**src/rtl/nand_stim_seq_if.sv**
```systemverilog
// Handshake and DUT-facing signals of the nand_stim_seq stimulus sequencer.
// master: the controller that starts runs and returns the gate output y.
// slave : the sequencer itself.
interface nand_stim_seq_if #(
   parameter int unsigned ERR_W = 8
);
   logic             start;
   logic             y;
   logic             a;
   logic             b;
   logic             busy;
   logic             done;
   logic             pass;
   logic             mismatch;
   logic [1:0]       fail_idx;
   logic [ERR_W-1:0] err_cnt;

   modport master (
      output start, y,
      input  a, b, busy, done, pass, mismatch, fail_idx, err_cnt
   );

   modport slave (
      input  start, y,
      output a, b, busy, done, pass, mismatch, fail_idx, err_cnt
   );
endinterface

```
**src/rtl/nand_stim_seq.sv**
```systemverilog
// Self-checking stimulus sequencer for a two-input gate: walks {a,b} through
// 00,01,10,11, holds each for HOLD_CYCLES, samples y at the end of each window
// against TRUTH and reports mismatches and a pass verdict.
// Optional feature macro: NAND_STIM_SEQ_LOOP_EN (continuous looping passes).
module nand_stim_seq #(
   parameter int unsigned HOLD_CYCLES = 10,
   parameter logic [3:0]  TRUTH       = 4'b0111,
   parameter int unsigned ERR_W       = 8
) (
   input  logic           clk,
   input  logic           rst,
   nand_stim_seq_if.slave bus
);

   localparam int unsigned      CNT_W    = (HOLD_CYCLES > 1) ? $clog2(HOLD_CYCLES) : 1;
   localparam logic [CNT_W-1:0] CNT_LAST = CNT_W'(HOLD_CYCLES - 1);
   localparam logic [ERR_W-1:0] ERR_MAX  = '1;

   typedef enum logic {ST_IDLE, ST_HOLD} state_t;

   state_t           state_q,    state_d;
   logic [1:0]       vec_q,      vec_d;
   logic [CNT_W-1:0] cnt_q,      cnt_d;
   logic             perr_q,     perr_d;
   logic             busy_q,     busy_d;
   logic             done_q,     done_d;
   logic             pass_q,     pass_d;
   logic             mismatch_q, mismatch_d;
   logic [1:0]       fail_idx_q, fail_idx_d;
   logic [ERR_W-1:0] err_cnt_q,  err_cnt_d;

   logic             miss_c;

   // State and output registers, synchronous active-high reset.
   always_ff @(posedge clk) begin
      if (rst) begin
         state_q    <= ST_IDLE;
         vec_q      <= 2'd0;
         cnt_q      <= '0;
         perr_q     <= 1'b0;
         busy_q     <= 1'b0;
         done_q     <= 1'b0;
         pass_q     <= 1'b0;
         mismatch_q <= 1'b0;
         fail_idx_q <= 2'd0;
         err_cnt_q  <= '0;
      end else begin
         state_q    <= state_d;
         vec_q      <= vec_d;
         cnt_q      <= cnt_d;
         perr_q     <= perr_d;
         busy_q     <= busy_d;
         done_q     <= done_d;
         pass_q     <= pass_d;
         mismatch_q <= mismatch_d;
         fail_idx_q <= fail_idx_d;
         err_cnt_q  <= err_cnt_d;
      end
   end

   // y is only meaningful in the sample cycle; compare it against the table.
   assign miss_c = (bus.y != TRUTH[vec_q]);

   // Next-state and output logic; pulses default low, everything else holds.
   always_comb begin
      state_d    = state_q;
      vec_d      = vec_q;
      cnt_d      = cnt_q;
      perr_d     = perr_q;
      busy_d     = busy_q;
      done_d     = 1'b0;
      pass_d     = pass_q;
      mismatch_d = 1'b0;
      fail_idx_d = fail_idx_q;
      err_cnt_d  = err_cnt_q;

      case (state_q)
         ST_IDLE: begin
            if (bus.start) begin
               vec_d     = 2'd0;
               cnt_d     = '0;
               err_cnt_d = '0;
               perr_d    = 1'b0;
               busy_d    = 1'b1;
               state_d   = ST_HOLD;
            end
         end

         ST_HOLD: begin
            if (cnt_q != CNT_LAST) begin
               cnt_d = cnt_q + CNT_W'(1);
            end else begin
               if (miss_c) begin
                  mismatch_d = 1'b1;
                  fail_idx_d = vec_q;
                  perr_d     = 1'b1;
                  if (err_cnt_q != ERR_MAX) begin
                     err_cnt_d = err_cnt_q + ERR_W'(1);
                  end
               end
               cnt_d = '0;
               if (vec_q != 2'd3) begin
                  vec_d = vec_q + 2'd1;
               end else begin
                  done_d = 1'b1;
                  pass_d = !(perr_q || miss_c);
`ifdef NAND_STIM_SEQ_LOOP_EN
                  // Wrap straight into the next pass; error count keeps accumulating.
                  vec_d  = 2'd0;
                  perr_d = 1'b0;
`else
                  busy_d  = 1'b0;
                  state_d = ST_IDLE;
`endif
               end
            end
         end

         default: begin
            state_d = ST_IDLE;
         end
      endcase
   end

   assign bus.a        = vec_q[1];
   assign bus.b        = vec_q[0];
   assign bus.busy     = busy_q;
   assign bus.done     = done_q;
   assign bus.pass     = pass_q;
   assign bus.mismatch = mismatch_q;
   assign bus.fail_idx = fail_idx_q;
   assign bus.err_cnt  = err_cnt_q;

endmodule

```
**src/flat_wrapper.sv**
```systemverilog
// flat-port wrapper written by rule: the top's interface ports become plain ports
module nand_stim_seq_flat 
#(
   parameter int unsigned HOLD_CYCLES = 10,
   parameter logic [3:0]  TRUTH       = 4'b0111,
   parameter int unsigned ERR_W       = 8
)
  (clk, rst, bus_start, bus_y, bus_a, bus_b, bus_busy, bus_done, bus_pass, bus_mismatch, bus_fail_idx, bus_err_cnt);
  nand_stim_seq_if #(.ERR_W(ERR_W)) bus_i ();
  input  logic clk;
  input  logic rst;
  input wire logic [$bits(bus_i.start)-1:0] bus_start;
  input wire logic [$bits(bus_i.y)-1:0] bus_y;
  output wire logic [$bits(bus_i.a)-1:0] bus_a;
  output wire logic [$bits(bus_i.b)-1:0] bus_b;
  output wire logic [$bits(bus_i.busy)-1:0] bus_busy;
  output wire logic [$bits(bus_i.done)-1:0] bus_done;
  output wire logic [$bits(bus_i.pass)-1:0] bus_pass;
  output wire logic [$bits(bus_i.mismatch)-1:0] bus_mismatch;
  output wire logic [$bits(bus_i.fail_idx)-1:0] bus_fail_idx;
  output wire logic [$bits(bus_i.err_cnt)-1:0] bus_err_cnt;
  assign bus_i.start = bus_start;
  assign bus_i.y = bus_y;
  assign bus_a = bus_i.a;
  assign bus_b = bus_i.b;
  assign bus_busy = bus_i.busy;
  assign bus_done = bus_i.done;
  assign bus_pass = bus_i.pass;
  assign bus_mismatch = bus_i.mismatch;
  assign bus_fail_idx = bus_i.fail_idx;
  assign bus_err_cnt = bus_i.err_cnt;
  nand_stim_seq #(.HOLD_CYCLES(HOLD_CYCLES), .TRUTH(TRUTH), .ERR_W(ERR_W)) u_core (.clk(clk), .rst(rst), .bus(bus_i));
endmodule
```
**config.mk**
```make
export PLATFORM = sky130hd
export DESIGN_NAME = nand_stim_seq_flat
export DESIGN_NICKNAME = d
export VERILOG_FILES = /design/src/rtl/nand_stim_seq_if.sv /design/src/rtl/nand_stim_seq.sv /design/src/flat_wrapper.sv
export SDC_FILE = /design/constraint.sdc
export NUM_CORES = 1
export LEC_CHECK = 0
export BUFFER_PORTS_ARGS = -buffer_cell sky130_fd_sc_hd__buf_2
export CORE_AREA = 2 2 48 50
export CTS_BUF_LIST = sky130_fd_sc_hd__clkbuf_8
export DETAILED_ROUTE_END_ITERATION = 10
export DIE_AREA = 0 0 50 52
export PLACE_DENSITY = 0.79
export SKIP_CTS_REPAIR_TIMING = 1
export SYNTH_ARGS = -nofsm -noshare
export SYNTH_HDL_FRONTEND = slang
export SYNTH_SLANG_ARGS = --single-unit
```
**constraint.sdc**
```tcl
create_clock -name clk -period 2.3 [get_ports clk]
set_clock_uncertainty 0.1 [all_clocks]
set_input_delay 0.575 -clock clk [delete_from_list [all_inputs] [get_ports clk]]
set_output_delay 0.575 -clock clk [all_outputs]
set_load 0.02 [all_outputs]
```
==> flow_metrics.tcl <==
set metrics [dict create \
    outcome "complete, no violations" \
    core_mm2 0.00211 \
    tritoncts "yes" \
    clk_pin_slew_ps 80 \
    tightest_slew_ps 428 \
    die_h_um 52 \
    drc_errors 0 \
    slew_headroom 0.713 \
    antenna_found_initial 0 \
    path_common_cell "nor3_2" \
    period_share 0.856 \
    post_drt_via_cell_ratio 5.83 \
    cp_slowest_stage_delay_ps 420 \
    fp-row-count 17 \
    initial_core_util 0.541 \
    wl_per_cell_um 14.1 \
    grt_pass1_vias 971 \
    syn_area_mm2 0.00114 \
    vdd_drop_max_uv 451 \
    synth_edf_count 0 \
    io_pins 20 \
    place_ws_ps 364 \
    htreeDepth 1 \
    power.density_mw_per_mm2 573 \
    place_congestion 0.818 \
    drive_above_1_share 0.219 \
    fin_crit_ps 1970 \
    cp_top_family "simple AND/OR/NAND/NOR gates" \
    ys_ff_latch 22 \
    slew_violations 0 \
    port_buffers 19 \
    clock_path_buffers 2 \
    synth_ff_type "dfxtp_1" \
    drtPass1Iterations 4 \
    clockRootBuffer "clkbuf_8" \
    grt_overflow 0 \
    diodes 0 \
    start_kind "register" \
    tns_ps 0 \
    cts_sinks 22 \
    netlist_instances 133 \
    grt_max_degree 22 \
    fillers 190 \
    most-common-layout-cells "22 x dfxtp_1, 19 x buf_2, 15 x nand2_1" \
    cp-end-kind "register" \
    slowest_stage "dfxtp_1" \
    avgSynthCellArea_um2 8.56 \
    area_growth_pct 13.8 \
    cp_num_buf_inv 0 \
    utilization 0.616 \
    seq_area_frac_synth 0.387 \
    fp.dieW_um 50 \
    dp_hpwl_um 1790 \
    cts_made_buffers 3 \
    clock_latency_ps 260 \
    rsz0062_at_grt "no" \
    final_common_cell "dfxtp_1" \
    grtUsageTotal 0.215 \
    worst_slack_ps 331 \
    path_class "reg2reg" \
    dieArea_mm2 0.00260 \
    routed_wl_um 2520 \
    critical_path.max_fanout 6 \
    finalNonFillerCells 179 \
    hold_viol_final 0 \
    yosysWarnings 0 \
    max_cap_violations 0 \
    p_leak_uw 0.000528 \
    grt_pass1_wl_um 4170 \
    nets 160 \
    setup_viol 0 \
    place_inst 175 \
    synth_nets 141 \
    ys_types 42 \
    ant_nets 0 \
    drt_iter0_markers 28 \
    critPathRequiredTime_ps 2390 \
    max_freq_ghz 0.508 \
    dr_total_vias 1043 \
    holdCritPathClass "reg2reg" \
    cp_data_arrival_time_ps 2060 \
    synth-async-reset-ratio 0 \
    path_cells "ha_1, xor2_2, nor3_2, mux2_4, nor3_2" \
]
sequential cells by signal, indices dropped and copies added (netlist names):
signal and count:
u_core.bus.pass 1, u_core.bus.fail_idx 2, u_core.cnt_q 4, u_core.perr_q 1, u_core.bus.busy 1, u_core.bus.done 1
u_core.vec_q 2, u_core.state_q 1, u_core.bus.err_cnt 8, u_core.bus.mismatch 1
stage by stage:
step / power (uW) / hold WS [ps] / area [um2]
2_1_floorplan: 456 / 332 / 1140
3_3_place_gp: 472 / 335 / 1240
3_5_place_dp: 475 / 352 / 1240
4_1_cts: 745 / 363 / 1300
5_1_grt: 774 / 383 / 1300
6_report: 743 / 360 / 1300
cells by family after synthesis:
family	count (synthesis)	synth area share
AOI/OAI and AO/OA	36	0.198
xor gates and xnor gates	3	0.0297
adders and majority gates	4	0.0440
buffers and inverters	12	0.0505
DFF	22	0.387
muxes	1	0.0132
and+or+nand+nor	55	0.278
final timing paths:
check / slack (ps) / start / to / depth (start not counted)
hold / removal: 360 / u_core.bus.busy / u_core.bus.busy / 2
setup / recovery: 330 / u_core.vec_q[0] / u_core.bus.err_cnt[6] / 5
hold reg to reg: 360 / u_core.bus.busy / u_core.bus.busy / 2
setup reg to reg: 330 / u_core.vec_q[0] / u_core.bus.err_cnt[6] / 5
cells in the mapped netlist (all sizes together), types with 3 or more instances:
cell,number,area (um2)
nor3,8,50.1
nand3,7,45.0
buf,4,27.5
dfxtp,22,440
a21oi,11,55.1
o21ai,6,30.0
inv,6,22.5
ha,4,50.1
nor2,11,41.3
nand2,15,56.3
nor2b,3,18.8
a31oi,6,37.5
report_power, final:
group / internal (uW) / switching, uW
Combinational: 23.1 / 46.1
Sequential: 389 / 8.67
Clock: 153 / 124
area by class of cell:
cell class	instances	area (um2)	area share
inverters	6	22.5	0.0174
multi-input cells	99	641	0.494
clock buffers	4	55.1	0.0425
flip-flops and latches	22	440	0.340
well taps	28	35.0	0.0270
repair buffers	20	103	0.0792
tightest hold or removal path: stages (launching register included):
cell and delay [ps]:
dfxtp_1 310, nand2_1 50, a21oi_1 50
per-layer routing:
layer	part of all wire	vias up	track usage	wire length, um
li1	-	520	-	-
met1	0.44	493	0.257	1120
met2	0.50	25	0.368	1270
met3	0.038	5	0.0345	96
met4	0.013	0	0.116	33
met5	0	-	0	0
Note: power is estimated with default switching activity, not from simulation.
